$ cat config.mk
export PLATFORM = sky130hd
export DESIGN_NAME = alarm_controller
export DESIGN_NICKNAME = d
export VERILOG_FILES = /design/src/rtl/alarm_pkg.sv /design/src/rtl/alarm_tick_gen.sv /design/src/rtl/alarm_controller.sv
export SDC_FILE = /design/constraint.sdc
export NUM_CORES = 1
export LEC_CHECK = 0
export BUFFER_PORTS_ARGS = -buffer_cell sky130_fd_sc_hd__buf_2
export CORE_ASPECT_RATIO = 1.25
export CORE_UTILIZATION = 45
export DETAILED_ROUTE_END_ITERATION = 6
export PLACE_DENSITY = 0.74
export REMOVE_ABC_BUFFERS = 1
export SLEW_MARGIN = 10
export SYNTH_ARGS = -nofsm -noshare
export SYNTH_HDL_FRONTEND = slang
export SYNTH_SLANG_ARGS = --single-unit
$ cat constraint.sdc
create_clock -name CLK -period 1.7 [get_ports CLK]
set_input_delay 0.255 -clock CLK [delete_from_list [all_inputs] [get_ports CLK]]
set_output_delay 0.255 -clock CLK [all_outputs]
set_load 0.01 [all_outputs]
$ cat src/rtl/alarm_pkg.sv
// Shared definitions for the alarm sequencer: state encoding, keypad command codes
// and the layout of the published status word.
package alarm_pkg;

    typedef enum logic [2:0] {
        ST_DISARMED = 3'd0,
        ST_EXIT     = 3'd1,
        ST_ARMED    = 3'd2,
        ST_ENTRY    = 3'd3,
        ST_ALARM    = 3'd4
    } state_e;

    localparam logic [3:0] CMD_ARM    = 4'hA;
    localparam logic [3:0] CMD_DISARM = 4'hD;
    localparam logic [3:0] CMD_PANIC  = 4'hF;

    localparam int STAT_Z1_BIT = 3;
    localparam int STAT_Z2_BIT = 4;

    function automatic logic [7:0] pack_status(state_e s, logic z1, logic z2);
        logic [7:0] st;
        st              = '0;
        st[2:0]         = s;
        st[STAT_Z1_BIT] = z1;
        st[STAT_Z2_BIT] = z2;
        return st;
    endfunction

endpackage

$ cat src/rtl/alarm_tick_gen.sv
// Delay prescaler: one-cycle tick every TICK_DIV cycles, restarted by a synchronous clear.
module alarm_tick_gen #(
    parameter int TICK_DIV = 1000
) (
    input  logic clk_i,
    input  logic rst_i,
    input  logic clr_i,
    output logic tick_o
);
    localparam int CNT_W = (TICK_DIV > 1) ? $clog2(TICK_DIV) : 1;

    logic [CNT_W-1:0] cnt_q, cnt_d;

    assign tick_o = (cnt_q == CNT_W'(TICK_DIV - 1));

    always_comb begin
        cnt_d = cnt_q + CNT_W'(1);
        if (clr_i || tick_o) begin
            cnt_d = '0;
        end
    end

    always_ff @(posedge clk_i or posedge rst_i) begin
        if (rst_i) begin
            cnt_q <= '0;
        end else begin
            cnt_q <= cnt_d;
        end
    end

endmodule

$ cat src/rtl/alarm_controller.sv
// Alarm sequencer: arm/exit/entry/alarm FSM with tick-based delays, siren drive and status handshake.
// Build macro ALARM_AUTO_REARM_EN: siren timeout returns to ARMED instead of DISARMED.
module alarm_controller
    import alarm_pkg::*;
#(
    parameter int TICK_DIV   = 1000,
    parameter int EXIT_DLY   = 30,
    parameter int ENTRY_DLY  = 15,
    parameter int SIREN_TIME = 120
) (
    input  logic       CLK,
    input  logic       RESET,
    input  logic       SENSOR1_IN,
    input  logic       SENSOR2_IN,
    input  logic [3:0] KB_CMD,
    input  logic       KB_VALID,
    output logic       SIREN_OUT,
    output logic [7:0] STATUS_OUT,
    output logic       STATUS_SEND,
    input  logic       STATUS_ACK
);
    localparam int MAX_ED  = (EXIT_DLY > ENTRY_DLY) ? EXIT_DLY : ENTRY_DLY;
    localparam int MAX_DLY = (MAX_ED > SIREN_TIME) ? MAX_ED : SIREN_TIME;
    localparam int DLY_W   = $clog2(MAX_DLY + 1);

    state_e           state_q, state_d;
    logic             z1_q, z1_d, z2_q, z2_d;
    logic [DLY_W-1:0] dly_q, dly_d;
    logic [1:0]       s1_sync_q, s2_sync_q;
    logic [7:0]       stat_q, stat_now;
    logic             send_q;
    logic             tick, load, expire, zone1, zone2;
    logic             cmd_arm, cmd_disarm, cmd_panic;

    always_ff @(posedge CLK or posedge RESET) begin
        if (RESET) begin
            s1_sync_q <= '0;
            s2_sync_q <= '0;
        end else begin
            // NOTE: non-blocking so every register samples pre-edge values; blocking here would collapse the synchronizer.
            s1_sync_q <= {s1_sync_q[0], SENSOR1_IN};
            s2_sync_q <= {s2_sync_q[0], SENSOR2_IN};
        end
    end

    assign zone1      = s1_sync_q[1];
    assign zone2      = s2_sync_q[1];
    assign cmd_arm    = KB_VALID && (KB_CMD == CMD_ARM);
    assign cmd_disarm = KB_VALID && (KB_CMD == CMD_DISARM);
    assign cmd_panic  = KB_VALID && (KB_CMD == CMD_PANIC);
    assign expire     = tick && (dly_q == DLY_W'(1));

    alarm_tick_gen #(
        .TICK_DIV(TICK_DIV)
    ) u_tick_gen (
        .clk_i (CLK),
        .rst_i (RESET),
        .clr_i (load),
        .tick_o(tick)
    );

    always_comb begin
        // NOTE: every output of this block gets a default first, so no path can infer a latch.
        state_d = state_q;
        z1_d    = z1_q;
        z2_d    = z2_q;
        if (cmd_panic) begin
            state_d = ST_ALARM;
        end else if (cmd_disarm) begin
            state_d = ST_DISARMED;
        end else begin
            case (state_q)
                ST_DISARMED: if (cmd_arm) begin
                    state_d = ST_EXIT;
                    z1_d    = 1'b0;
                    z2_d    = 1'b0;
                end
                ST_EXIT: if (expire) state_d = ST_ARMED;
                ST_ARMED: begin
                    if (zone2) begin
                        state_d = ST_ALARM;
                        z2_d    = 1'b1;
                        z1_d    = z1_q | zone1;
                    end else if (zone1) begin
                        state_d = ST_ENTRY;
                        z1_d    = 1'b1;
                    end
                end
                ST_ENTRY: begin
                    if (zone2) begin
                        state_d = ST_ALARM;
                        z2_d    = 1'b1;
                    end else if (expire) begin
                        state_d = ST_ALARM;
                    end
                end
                ST_ALARM: if (expire) begin
`ifdef ALARM_AUTO_REARM_EN
                    state_d = ST_ARMED;
`else
                    state_d = ST_DISARMED;
`endif
                end
                default: ;
            endcase
        end

        // Every state entry (and a repeated PANIC) restarts the delay from its full length.
        load  = (state_d != state_q) || cmd_panic;
        dly_d = dly_q;
        if (load) begin
            case (state_d)
                ST_EXIT:  dly_d = DLY_W'(EXIT_DLY);
                ST_ENTRY: dly_d = DLY_W'(ENTRY_DLY);
                ST_ALARM: dly_d = DLY_W'(SIREN_TIME);
                default:  dly_d = '0;
            endcase
        end else if (tick && (dly_q != '0)) begin
            dly_d = dly_q - DLY_W'(1);
        end
    end

    always_ff @(posedge CLK or posedge RESET) begin
        if (RESET) begin
            state_q <= ST_DISARMED;
            z1_q    <= 1'b0;
            z2_q    <= 1'b0;
            dly_q   <= '0;
        end else begin
            state_q <= state_d;
            z1_q    <= z1_d;
            z2_q    <= z2_d;
            dly_q   <= dly_d;
        end
    end

    // stat_q doubles as the last word sent: a new word goes out only when the live status differs.
    assign stat_now = pack_status(state_q, z1_q, z2_q);

    always_ff @(posedge CLK or posedge RESET) begin
        if (RESET) begin
            stat_q <= '0;
            send_q <= 1'b0;
        end else if (send_q) begin
            if (STATUS_ACK) send_q <= 1'b0;
        end else if (stat_now != stat_q) begin
            stat_q <= stat_now;
            send_q <= 1'b1;
        end
    end

    assign SIREN_OUT   = (state_q == ST_ALARM);
    assign STATUS_OUT  = stat_q;
    assign STATUS_SEND = send_q;

endmodule

Yosys cells after proc, flatten, opt, wreduce, memory -nomap -nowiden
Cells that the tools add are included.

operators by class
  add/subtract/negate cells = 2
  equality and inequality tests = 17
  muxes and demuxes = 23
  bitwise gates (word level) = 4
  reductions and logical operators = 16

operators with widths
  operator                                                               count
  3-bit two-way mux                                                      9
  7-bit case mux with 3 select lines                                     1
  3-bit case mux with 5 select lines                                     1
  7-bit two-way mux                                                      2
  4-bit equality test, second input constant                             3
  10-bit by 1-bit adder with 10-bit output, second input constant        1
  10-bit equality test, second input constant                            1
  10-bit two-way mux                                                     1
  5-bit AND reduction                                                    2
  3-bit by 2-bit equality test with 1-bit output, second input constant  3
  7-bit by 1-bit equality test with 1-bit output, second input constant  1
  1-bit two-way mux                                                      7
  7-bit nonzero test                                                     1
  7-bit by 1-bit subtractor with 7-bit output, second input constant     1
  3-bit by 1-bit equality test with 1-bit output, second input constant  2
  3-bit equality test, second input constant                             2
  2-bit nonzero test                                                     3
  1-bit logical AND                                                      5
  5-bit != test                                                          1
  1-bit case mux with 2 select lines                                     2
  3-bit logical NOT                                                      1
  3-bit != test                                                          1
  3-bit != test, second input constant                                   1
  1-bit NOT                                                              3
  6 further kinds                                                        7

word-level totals
  register bits = 32
  input port bits = 10
  output and inout port bits = 10
  logic and storage cells = 71

Longest topological paths before layout
Gate-level depths: netlist of the first run.

  word-level depth = 11
  depth in mapped cells = 9
  gate-level depth less buffers = 8

Modules after synthesis
A second synthesis of the first run with hierarchy kept.

second synthesis, totals
  cell total of the unflattened synthesis = 198
  area total of the unflattened synthesis = 1893.1 um^2

modules (own cells, without submodules)
  module            times used  cells each  area an instance (um^2)  sequential area each (um^2)
  alarm_controller  1           141         1347.5                   550.5
  alarm_tick_gen    1           57          545.5                    250.2

Least setup slack after synthesis of the first run
No wires, ideal clock.

  path kind = register to register
  from = register u_tick_gen.cnt_q[0]
  to = register u_tick_gen.cnt_q[3]
  setup time = 0.120 ns
  data arrival time = 1.758 ns
  data required time = 1.580 ns
  slack = -0.178 ns
  cell stages (with the launch flop) = 8
  clock period less this slack = 1.878 ns
  path through = dfrtp_1 > ha_1 > nor2b_1 > nand4_1 > o311ai_4 > nand2b_1 > buf_2 > nor2_1

on the way
  cells in the longest elaborated chain, start to end = 11
  elaborated cells on any way between the ends = 14
  those cells by class = 1 x add/sub; 2 x eq/ne; 8 x mux; 3 x reduce/logical

ends and longest elaborated chain
  what                                line                     text
  start: declaration                  alarm_tick_gen.sv:12     logic [CNT_W-1:0] cnt_q, cnt_d;
  start signal: assignment            alarm_tick_gen.sv:27     cnt_q <= cnt_d;
  10-bit equality test                alarm_tick_gen.sv:14     assign tick_o = (cnt_q == CNT_W'(TICK_DIV - 1));
  1-bit logical AND                   alarm_controller.sv:51   assign expire = tick && (dly_q == DLY_W'(1));
  3-bit two-way mux                   alarm_controller.sv:93   end else if (expire) begin
  3-bit two-way mux                   alarm_controller.sv:90   if (zone2) begin
  3-bit case mux with 5 select lines  alarm_controller.sv:72   case (state_q)
  3-bit two-way mux                   alarm_controller.sv:69   end else if (cmd_disarm) begin
  3-bit two-way mux                   alarm_controller.sv:67   if (cmd_panic) begin
  3-bit != test                       alarm_controller.sv:109  load = (state_d != state_q) || cmd_panic;
  1-bit logical OR                    alarm_controller.sv:109
  1-bit logical OR                    alarm_tick_gen.sv:18     if (clr_i || tick_o) begin
  10-bit two-way mux (*)              alarm_tick_gen.sv:18
  via u_tick_gen.cnt_d[3]             alarm_tick_gen.sv:12

Mark *: on every way through the listed nets, which the timed path passes. The rest lies on a longest branch.
A chain may end at the register's enable or synchronous reset.

Final worst setup path of the first run
  from = register dly_q[3]
  to = register dly_q[4]

on the way
  cells in the longest elaborated chain, start to end = 10
  elaborated cells on any way between the ends = 21
  those cells by class = 1 x add/sub; 5 x eq/ne; 10 x mux; 5 x reduce/logical

ends and longest elaborated chain
  what                                                                           line                                              text
  start: declaration                                                             alarm_controller.sv:28                            logic [DLY_W-1:0] dly_q, dly_d;
  start signal: assignment                                                       alarm_controller.sv:133                           dly_q <= dly_d;
  7-bit by 1-bit equality test with 1-bit output (*)                             alarm_controller.sv:51
  1-bit logical AND (*)                                                          alarm_controller.sv:51
  3-bit two-way mux                                                              alarm_controller.sv:93
  3-bit two-way mux                                                              alarm_controller.sv:90
  3-bit case mux with 5 select lines (*)                                         alarm_controller.sv:72
  3-bit two-way mux (*)                                                          alarm_controller.sv:69
  3-bit two-way mux (*)                                                          alarm_controller.sv:67
  via state_d[2]                                                                 alarm_controller.sv:26                            state_e state_q, state_d;
  3-bit equality test, or another cell as far along                              alarm_controller.sv:112                           case (state_d)
  7-bit case mux with 3 select lines / 1-bit logical OR (equally long branches)  alarm_controller.sv:112, alarm_controller.sv:109
  7-bit two-way mux / 2-bit nonzero test (equally long branches)                 -

Mark *: on every way through the listed nets, which the timed path passes. The rest lies on a longest branch. The select of a mux whose other input is x is not followed.

==> results of run 1 <==
## through the flow
stage | power (µW) | setup WS, ps
6_report | 3540 | -282
5_1_grt | 3750 | -387
4_1_cts | 3350 | -252
3_5_place_dp | 2510 | -296
3_3_place_gp | 2470 | -278
2_1_floorplan | 1880 | -282
## layout make-up
cell class / count / area, µm²
clock inverters: 2 / 10.0
inverters: 10 / 37.5
repair buffers: 73 / 546
fillers: 286 / 1110
well taps: 54 / 67.6
flip-flops and latches: 32 / 803
clock buffers: 6 / 82.6
multi-input cells: 139 / 1220
## placed cells by master (no fill, tap or decap), drive strengths merged, types with 3 or more instances in the layout
master,count
o21ai,5
nand2,14
o31ai,3
dfrtp,32
inv,10
ha,4
nand3,10
nor2,18
nor2b,3
conb,3
xor2,6
nor4,4
xnor2,12
mux2,5
buf,73
a21oi,5
clkbuf,6
nand4,4
a31oi,5
nor3,9
## metal layers
layer  up-vias  part of all wire  wire [µm]
met5         -                 0          0
met4         0             0.033        172
met3        18             0.036        191
met2        45              0.52       2730
met1       854              0.41       2140
li1        809                 -          -
## state kept, by name (all words and copies together) (netlist names)
signal / cells
STATUS_OUT: 5
STATUS_SEND: 1
dly_q: 7
s1_sync_q: 2
s2_sync_q: 2
state_q: 3
u_tick_gen.cnt_q: 10
z1_q: 1
z2_q: 1
## logic make-up after synthesis
family | count (synthesis) | share of synthesized area
AND/OR/NAND/NOR | 76 | 0.231
AO/OA/AOI/OAI | 32 | 0.145
flip-flops | 32 | 0.426
buffers and inverters | 19 | 0.0553
XOR/XNOR | 18 | 0.0839
multiplexers | 5 | 0.0300
adder cells (fa/ha/maj) | 4 | 0.0266
other | 1 | 0.00200
## worst max-delay path by stage
| stage | slack (ps) | to | cells past startpoint |
|---|---|---|---|
| floorplan | -280 | dly_q[6] | 6 |
| global placement | -280 | dly_q[3] | 8 |
| detailed placement | -300 | dly_q[5] | 7 |
| CTS | -250 | dly_q[3] | 6 |
| global route | -390 | dly_q[6] | 7 |
| finish | -280 | dly_q[4] | 7 |
## repair_timing
item                                   in CTS  in global routing
buffers inserted                            2                  6
setup endpoints to repair                  20                 21
endpoints found under the hold margin       0                  0
gates resized for setup                    31                 32
pin swaps                                  15                 22
cloned                                      0                  1
## worst max-delay path, stage by stage, from the launching register on
cell and delay [ps]:
dfrtp_1 410, nor4_4 380, nand3_2 180, buf_6 170, o31ai_4 240, a22o_1 250, xnor2_1 160, o22ai_1 90
## power groups by stage
stage	logic [µW]	clock network [µW]	registers [µW]
floorplan	670	0	1210
global placement	1330	0	1140
detailed placement	1360	0	1150
CTS	1590	617	1140
global route	1910	655	1180
finish	1760	616	1160
==> results.json, run 1 <==
{
  "period_minus_slack_ps": 1980,
  "viasPerCell": 5.46,
  "drive_gt1_frac": 0.519,
  "busiest_layer": "met2",
  "dieArea_mm2": 0.00444,
  "switching_share": 0.376,
  "slew_viol_final": 0,
  "start_util": 0.484,
  "final_cell_area_mm2": 0.00276,
  "firstDrtPassIters": 4,
  "worstRegToRegCells": 7,
  "core_area_mm2": 0.00388,
  "path_max_fanout": 3,
  "syn_inst": 187,
  "yosys_warnings": 0,
  "drt_wl_total_mm": 5.24,
  "startpoint": "dly_q[3]",
  "fin_skew_ps": 3.78,
  "first_iter_violations": 64,
  "ys_seq_elements": 32,
  "synth_area_leader_cell": "dfrtp_1",
  "postRouteAntennaNets": 0,
  "clock_path_buffers": 2,
  "required_ps": 1880,
  "final_cells": 316,
  "cts_tree": "built",
  "setup_ws_ps": -282,
  "yosys-top-cells-count": "dfrtp_1, nor2_1, nand2_1",
  "drc": 0,
  "p_leak_uw": 0.00125,
  "crit_type": "flip-flop to flip-flop",
  "hp-class": "primary input to asynchronous set/reset pin",
  "violations": "negative setup slack",
  "path_clk_slew_ps": 70,
  "syn-cell-area_mm2": 0.00188,
  "grt_pass1_vias": 1729,
  "die_h_um": 74.2,
  "ys_seq_area_frac": 0.426,
  "r2r-start": "dly_q[3]",
  "io_pins": 20,
  "synth.distinct_cells": 51,
  "power_frac_seq": 0.328,
  "holdBufCountCts": 0,
  "synth_edf_count": 0,
  "post-route-util": 0.713,
  "io_buffers": 16,
  "rows": 25,
  "routedWlPerCell_um": 16.6,
  "max_freq_mhz": 504,
  "dp_cells": 301,
  "clockPowerShare": 0.174,
  "diodes": 0,
  "powerDensity_mw_per_mm2": 1280,
  "setup_tns_ps": -3960,
  "rsz0062_at_grt": "yes",
  "numCtsBuffers": 5,
  "antenna_found_initial": 0,
  "p_int_uw": 2210,
  "die-width_um": 59.8,
  "dp_hpwl_mm": 3.23,
  "post-route-period-util": 1.17,
  "maxCapViolCount": 0,
  "cts.sinks": 32,
  "combPwrFrac": 0.498,
  "cp-start-kind": "flip-flop",
  "via_count": 1726,
  "hold_viol": 0,
  "synth_area_leaders": "dfrtp_1, xnor2_1, nor2_1",
  "avgSynthCellArea_um2": 10.0,
  "timing.rr.end": "dly_q[4]",
  "clk_latency_ps": 290,
  "synth_top_area_frac": 0.426,
  "ir_worst_vdd_uv": 849,
  "async_reset_ff_frac": 1.00,
  "grt_pass1_wl_mm": 8.07,
  "met1_usage": 0.284,
  "finalSetupViolations": 19,
  "grtUsageTotal": 0.249,
  "synth.most_common_cell": "dfrtp_1",
  "cts_root_buf": "clkbuf_8",
  "synth_flop_cell": "dfrtp_1",
  "worstPathArrival_ps": 2160,
  "cts-htree-levels": 2,
  "endpoint_kind": "flip-flop",
  "status": "complete, but fails checks",
  "overflow": 0,
  "r2r_slack_ps": -280,
  "hold_slack_ps": 44.3,
  "layout-area-overhead-vs-synth_pct": 47.2,
  "gp_congestion": 0.879,
  "met2_usage": 0.435,
  "grt_start_max_net_pins": 33,
  "p_switching_uw": 1330,
  "placed_area_mm2": 0.00236,
  "finalNetCount": 275,
  "grtUsageMet3": 0.0504
}
No activity file was read; power rests on OpenSTA's default activity.
==> inputs of run 2 (changes only) <==
--- a/config.mk
+++ b/config.mk
@@ -9,7 +9,7 @@
 export CORE_ASPECT_RATIO = 1.25
 export CORE_UTILIZATION = 45
 export DETAILED_ROUTE_END_ITERATION = 6
-export PLACE_DENSITY = 0.74
+export PLACE_DENSITY = 0.75
 export REMOVE_ABC_BUFFERS = 1
 export SLEW_MARGIN = 10
 export SYNTH_ARGS = -nofsm -noshare
==> run 2 against run 1 <==
  * The flow still finishes with violations (negative setup slack)
  * Highest routed layer unchanged
  * Largest power group unchanged
  * Power increased by 0.55%
  * Critical path type unchanged
  * Die area unchanged
  * Sequential share of layout area decreased by 0.32 points
==> results.json, run 2 (synthesis results as in run 1) <==
{
  "status": "complete, but fails checks",
  "violations": "negative setup slack",
  "die-width_um": 59.8,
  "regMostFlops": "u_tick_gen.cnt_q",
  "dp_cells": 302,
  "grt_start_max_net_pins": 33,
  "final_cells": 324,
  "dp_hpwl_mm": 3.27,
  "rsz0062_at_grt": "yes",
  "finalNetCount": 283,
  "core_area_mm2": 0.00388,
  "numCtsBuffers": 5,
  "viasPerCell": 5.49,
  "path_max_fanout": 3,
  "largest_reg_flops": 10,
  "via_count": 1778,
  "powerDensity_mw_per_mm2": 1270,
  "diodes": 0,
  "postRouteAntennaNets": 0,
  "drc": 0,
  "layout_common_cells": "buf_4, dfrtp_1, buf_2, nand2_1, xnor2_1",
  "cts-htree-levels": 2,
  "drive_gt1_frac": 0.507,
  "grtUsageTotal": 0.234,
  "routedWlPerCell_um": 16.6,
  "gp_congestion": 0.864,
  "clock_path_buffers": 2,
  "drt_wl_total_mm": 5.37,
  "die_h_um": 74.2,
  "io_pins": 20,
  "crit_chain": "nor4_4, and4b_4, buf_4, buf_6, a31oi_1, a22o_1, xnor2_1, o22ai_1",
  "ir_worst_vdd_uv": 871,
  "crit_type": "flip-flop to flip-flop",
  "firstDrtPassIters": 4,
  "p_leak_uw": 0.00131,
  "cts_root_buf": "clkbuf_8",
  "fin_skew_ps": 5.42,
  "slew_viol_final": 0,
  "dieArea_mm2": 0.00444,
  "required_ps": 1870,
  "holdBufCountCts": 0,
  "worstPathArrival_ps": 2190,
  "cts.sinks": 32,
  "rows": 25,
  "layout-area-overhead-vs-synth_pct": 49.0,
  "hold_viol": 0,
  "io_buffers": 16,
  "finalSetupViolations": 20,
  "final_common_cell": "buf_4",
  "endpoint_kind": "flip-flop",
  "cp-start-kind": "flip-flop",
  "antenna_found_initial": 0,
  "grt_pass1_wl_mm": 7.69,
  "hp-class": "primary input to asynchronous set/reset pin",
  "clk_latency_ps": 290,
  "cts_tree": "built",
  "setup_ws_ps": -319,
  "first_iter_violations": 89,
  "slowest_stage": "dfrtp_1",
  "maxCapViolCount": 0,
  "path_clk_slew_ps": 70,
  "overflow": 0,
  "fillers": 281,
  "post-route-period-util": 1.19,
  "start_util": 0.484,
  "pre_cts_ws_ps": -353,
  "grt_pass1_vias": 1640,
  "max_freq_mhz": 495,
  "cp_slowest_stage_delay_ps": 410,
  "period_minus_slack_ps": 2020
}
-- run 2: cell count changes in the layout (fill, tap and decap cells not counted), moves of 2 or more --
cell    before  now
buf_4       47   56
nor2_1       6   11
nor2_2      10    6
nor3_1       6    8
nor4_1       1    3
nor4_2       2    0
-- run 2: cell type report --
cell class,count,area [µm²],area share
Clock buffer,5,68.8,0.0246
Clock inverter,3,18.8,0.00671
Inverter,10,37.5,0.0134
Multi-Input combinational cell,139,1200,0.429
Sequential cell,32,805,0.287
Tap cell,54,67.6,0.0241
Timing Repair Buffer,81,602,0.215
-- run 2: power breakdown --
part           switching, µW  internal [µW]
sequential               214            961
combinational            826            975
clock                    300            285
-- run 2: critical path: cells and delay by family (launching register included) --
family / cells / cell delay [ps]
compound gates: 3 / 400
xor+xnor: 1 / 160
buf+inv: 2 / 210
simple gates: 2 / 720
flops: 1 / 410
-- run 2: final timing paths --
kind	start	end	slack (ps)	cells past startpoint
setup / recovery	dly_q[3]	dly_q[4]	-320	8
hold reg to reg	s1_sync_q[0]	s1_sync_q[1]	350	0
setup reg to reg	dly_q[3]	dly_q[4]	-320	8
hold / removal	RESET	state_q[1]	40	3
min in group CLK	SENSOR1_IN	s1_sync_q[0]	70	1
max in group asynchronous	RESET	state_q[2]	1350	3
-- run 2: layer usage --
metal,up-vias,global-route usage,part of all wire,wire length (µm)
li1,822,-,-,-
met1,887,0.281,0.40,2120
met2,52,0.421,0.54,2900
met3,17,0.0417,0.041,222
met4,0,0.0698,0.023,125
met5,-,0,0,0
-- run 2: repair_timing --
item | 4_1_cts | 5_1_grt
resized for setup | 28 | 29
gates cloned | 0 | 1
endpoints found under the setup margin | 20 | 21
pin swaps | 13 | 9
setup buffers | 5 | 10
-- run 2: per-stage QoR --
| step | hold WS (ps) | utilization | cell area, µm² | power [µW] | TNS [ps] |
|---|---|---|---|---|---|
| floorplan | 286 | - | 1820 | 1880 | -2970 |
| finish | 37.2 | 0.722 | 2800 | 3560 | -4860 |
| global route | 59.7 | 0.722 | 2800 | 3760 | -6470 |
| CTS | 45.3 | 0.675 | 2620 | 3340 | -3180 |
| detailed placement | 335 | 0.611 | 2370 | 2550 | -4610 |
| global placement | 335 | 0.611 | 2370 | 2500 | -3770 |
==> inputs of run 3 (changes only) <==
--- a/config.mk
+++ b/config.mk
@@ -6,11 +6,14 @@
 export NUM_CORES = 1
 export LEC_CHECK = 0
 export BUFFER_PORTS_ARGS = -buffer_cell sky130_fd_sc_hd__buf_2
+export CELL_PAD_IN_SITES_DETAIL_PLACEMENT = 1
+export CELL_PAD_IN_SITES_GLOBAL_PLACEMENT = 1
 export CORE_ASPECT_RATIO = 1.25
-export CORE_UTILIZATION = 45
+export CORE_UTILIZATION = 41
 export DETAILED_ROUTE_END_ITERATION = 6
-export PLACE_DENSITY = 0.75
+export PLACE_DENSITY = 0.84
 export REMOVE_ABC_BUFFERS = 1
+export SKIP_CTS_REPAIR_TIMING = 1
 export SLEW_MARGIN = 10
 export SYNTH_ARGS = -nofsm -noshare
 export SYNTH_HDL_FRONTEND = slang
==> run 3 against run 2 <==
  * The run still ends with negative setup slack left
  * Critical path type unchanged
  * First-iteration DRC count shrank 16%
  * Hold slack improved by 9.8 ps
  * Highest routed layer unchanged
  * Routed wire length increased by 37%
  * Combinational power down 2%
  * Count of clock-buffer cells in the layout grew 1
  * Core utilization is 11 points lower
  * Sequential share of layout area rose by 1.1 points
  * Via count increased by 5.1%
  * Final cell count unchanged
  * Critical path depth did not move
  * Largest power group unchanged
==> results.json, run 3 (synthesis results as in run 1) <==
{
  "hp-class": "primary input to asynchronous set/reset pin",
  "cts_root_buf": "clkbuf_8",
  "post-route-period-util": 1.23,
  "via_count": 1869,
  "diodes": 0,
  "finalSetupViolations": 20,
  "slowest_stage": "a31oi_1",
  "p_leak_uw": 0.00127,
  "pre_cts_ws_ps": -358,
  "cts.sinks": 32,
  "grt_pass1_wl_mm": 9.72,
  "r2r_slack_ps": -390,
  "drive_gt1_frac": 0.466,
  "clk_latency_ps": 300,
  "endpoint_kind": "flip-flop",
  "drt_wl_total_mm": 7.34,
  "path_max_fanout": 4,
  "powerDensity_mw_per_mm2": 1330,
  "slew_viol_final": 0,
  "dp_hpwl_mm": 4.43,
  "max_freq_mhz": 479,
  "firstDrtPassIters": 4,
  "final_common_cell": "buf_4",
  "largest_reg_flops": 10,
  "register_area_um2": 801,
  "cp_slowest_stage_delay_ps": 440,
  "crit_chain": "inv_2, ha_2, nor2b_2, and4b_4, a31oi_4, a31oi_1, nand3b_1, a2bb2oi_1",
  "grtUsageTotal": 0.267,
  "die_h_um": 77.7,
  "postRouteAntennaNets": 0,
  "overflow": 0,
  "r2r-start": "dly_q[1]",
  "cp-start-kind": "flip-flop",
  "numCtsBuffers": 5,
  "setup_tns_ps": -5230,
  "rows": 27,
  "cts-htree-levels": 2,
  "drc": 0,
  "maxCapViolCount": 0,
  "die-width_um": 62.5,
  "status": "complete, but fails checks",
  "io_pins": 20,
  "worstPathArrival_ps": 2300,
  "setup_ws_ps": -387,
  "fillers": 515,
  "layout_common_cells": "buf_4, dfrtp_1, buf_2, nor2_1, nand2_1",
  "tightest_slew_ps": 506,
  "hold_viol": 0,
  "rsz0062_at_grt": "yes",
  "viasPerCell": 5.77,
  "start_util": 0.428,
  "dieArea_mm2": 0.00486,
  "grt_pass1_vias": 1989,
  "regMostFlops": "u_tick_gen.cnt_q",
  "crit_buf_inv": 1,
  "cts_tree": "built",
  "multi_input_area_mm2": 0.00112,
  "critPathTopFamily": "compound AO/OA/AOI/OAI gates",
  "finalNetCount": 279,
  "ir_worst_vdd_uv": 731,
  "first_iter_violations": 75,
  "core_area_mm2": 0.00439,
  "io_buffers": 16,
  "path_clk_slew_ps": 70,
  "clock_path_buffers": 2,
  "max-slew-margin-rel": 0.661,
  "antenna_found_initial": 0,
  "period_minus_slack_ps": 2090,
  "timing.rr.end": "dly_q[3]",
  "worstRegToRegCells": 8,
  "grt_start_max_net_pins": 33,
  "fin_skew_ps": 8.96,
  "crit_type": "flip-flop to flip-flop",
  "violations": "negative setup slack",
  "gp_congestion": 0.865,
  "layout-area-overhead-vs-synth_pct": 43.0,
  "required_ps": 1910,
  "routedWlPerCell_um": 22.6
}
-- run 3: cell types whose count changed in the layout (fill, tap and decap cells not counted), sizes merged --
| cell | delta |
|---|---|
| buf | -3 |
| clkbuf | +1 |
| nand2b | -1 |
| clkinv | -1 |
-- run 3: layout make-up --
cell class	instances	area share
clock inverters	2	0.00373
multi-input cells	138	0.416
repair buffers	78	0.211
clock buffers	6	0.0307
flip-flops and latches	32	0.298
well taps	58	0.0270
inverters	10	0.0140
-- run 3: worst min-delay path, delay by kind of cell --
family	cells	cell delay [ps]
buffers and inverters	3	510
-- run 3: worst max-delay path by stage --
stage          startpoint       end  slack [ps]  cells after the start
2_1_floorplan  state_q[2]  dly_q[6]        -280                      6
3_3_place_gp     dly_q[3]  dly_q[6]        -280                      6
3_5_place_dp     dly_q[3]  dly_q[6]        -360                      6
4_1_cts          dly_q[3]  dly_q[6]        -370                      6
5_1_grt          dly_q[1]  dly_q[3]        -470                      8
6_report         dly_q[1]  dly_q[3]        -390                      8
-- run 3: power by group --
group / internal (µW) / leakage (µW) / switching [µW]
combinational: 891 / 0.000819 / 867
sequential: 957 / 0.000402 / 225
clock: 323 / 0.0000510 / 312
-- run 3: per-stage QoR --
stage               utilization  cells  hold slack, ps  instance area [µm²]  total power [µW]
floorplan                     -    180             286                 1820              1880
global placement          0.542    307             334                 2380              2510
detailed placement        0.542    307             355                 2380              2620
CTS                       0.564    315            65.6                 2470              3270
global route              0.612    324            68.9                 2690              3730
finish                    0.612    324            47.0                 2690              3580
-- run 3: per-layer routing --
metal | track usage | vias up | part of all wire
li1 | - | 814 | -
met1 | 0.260 | 941 | 0.34
met2 | 0.509 | 74 | 0.55
met3 | 0.0485 | 40 | 0.039
met4 | 0.165 | 0 | 0.062
met5 | 0 | - | 0
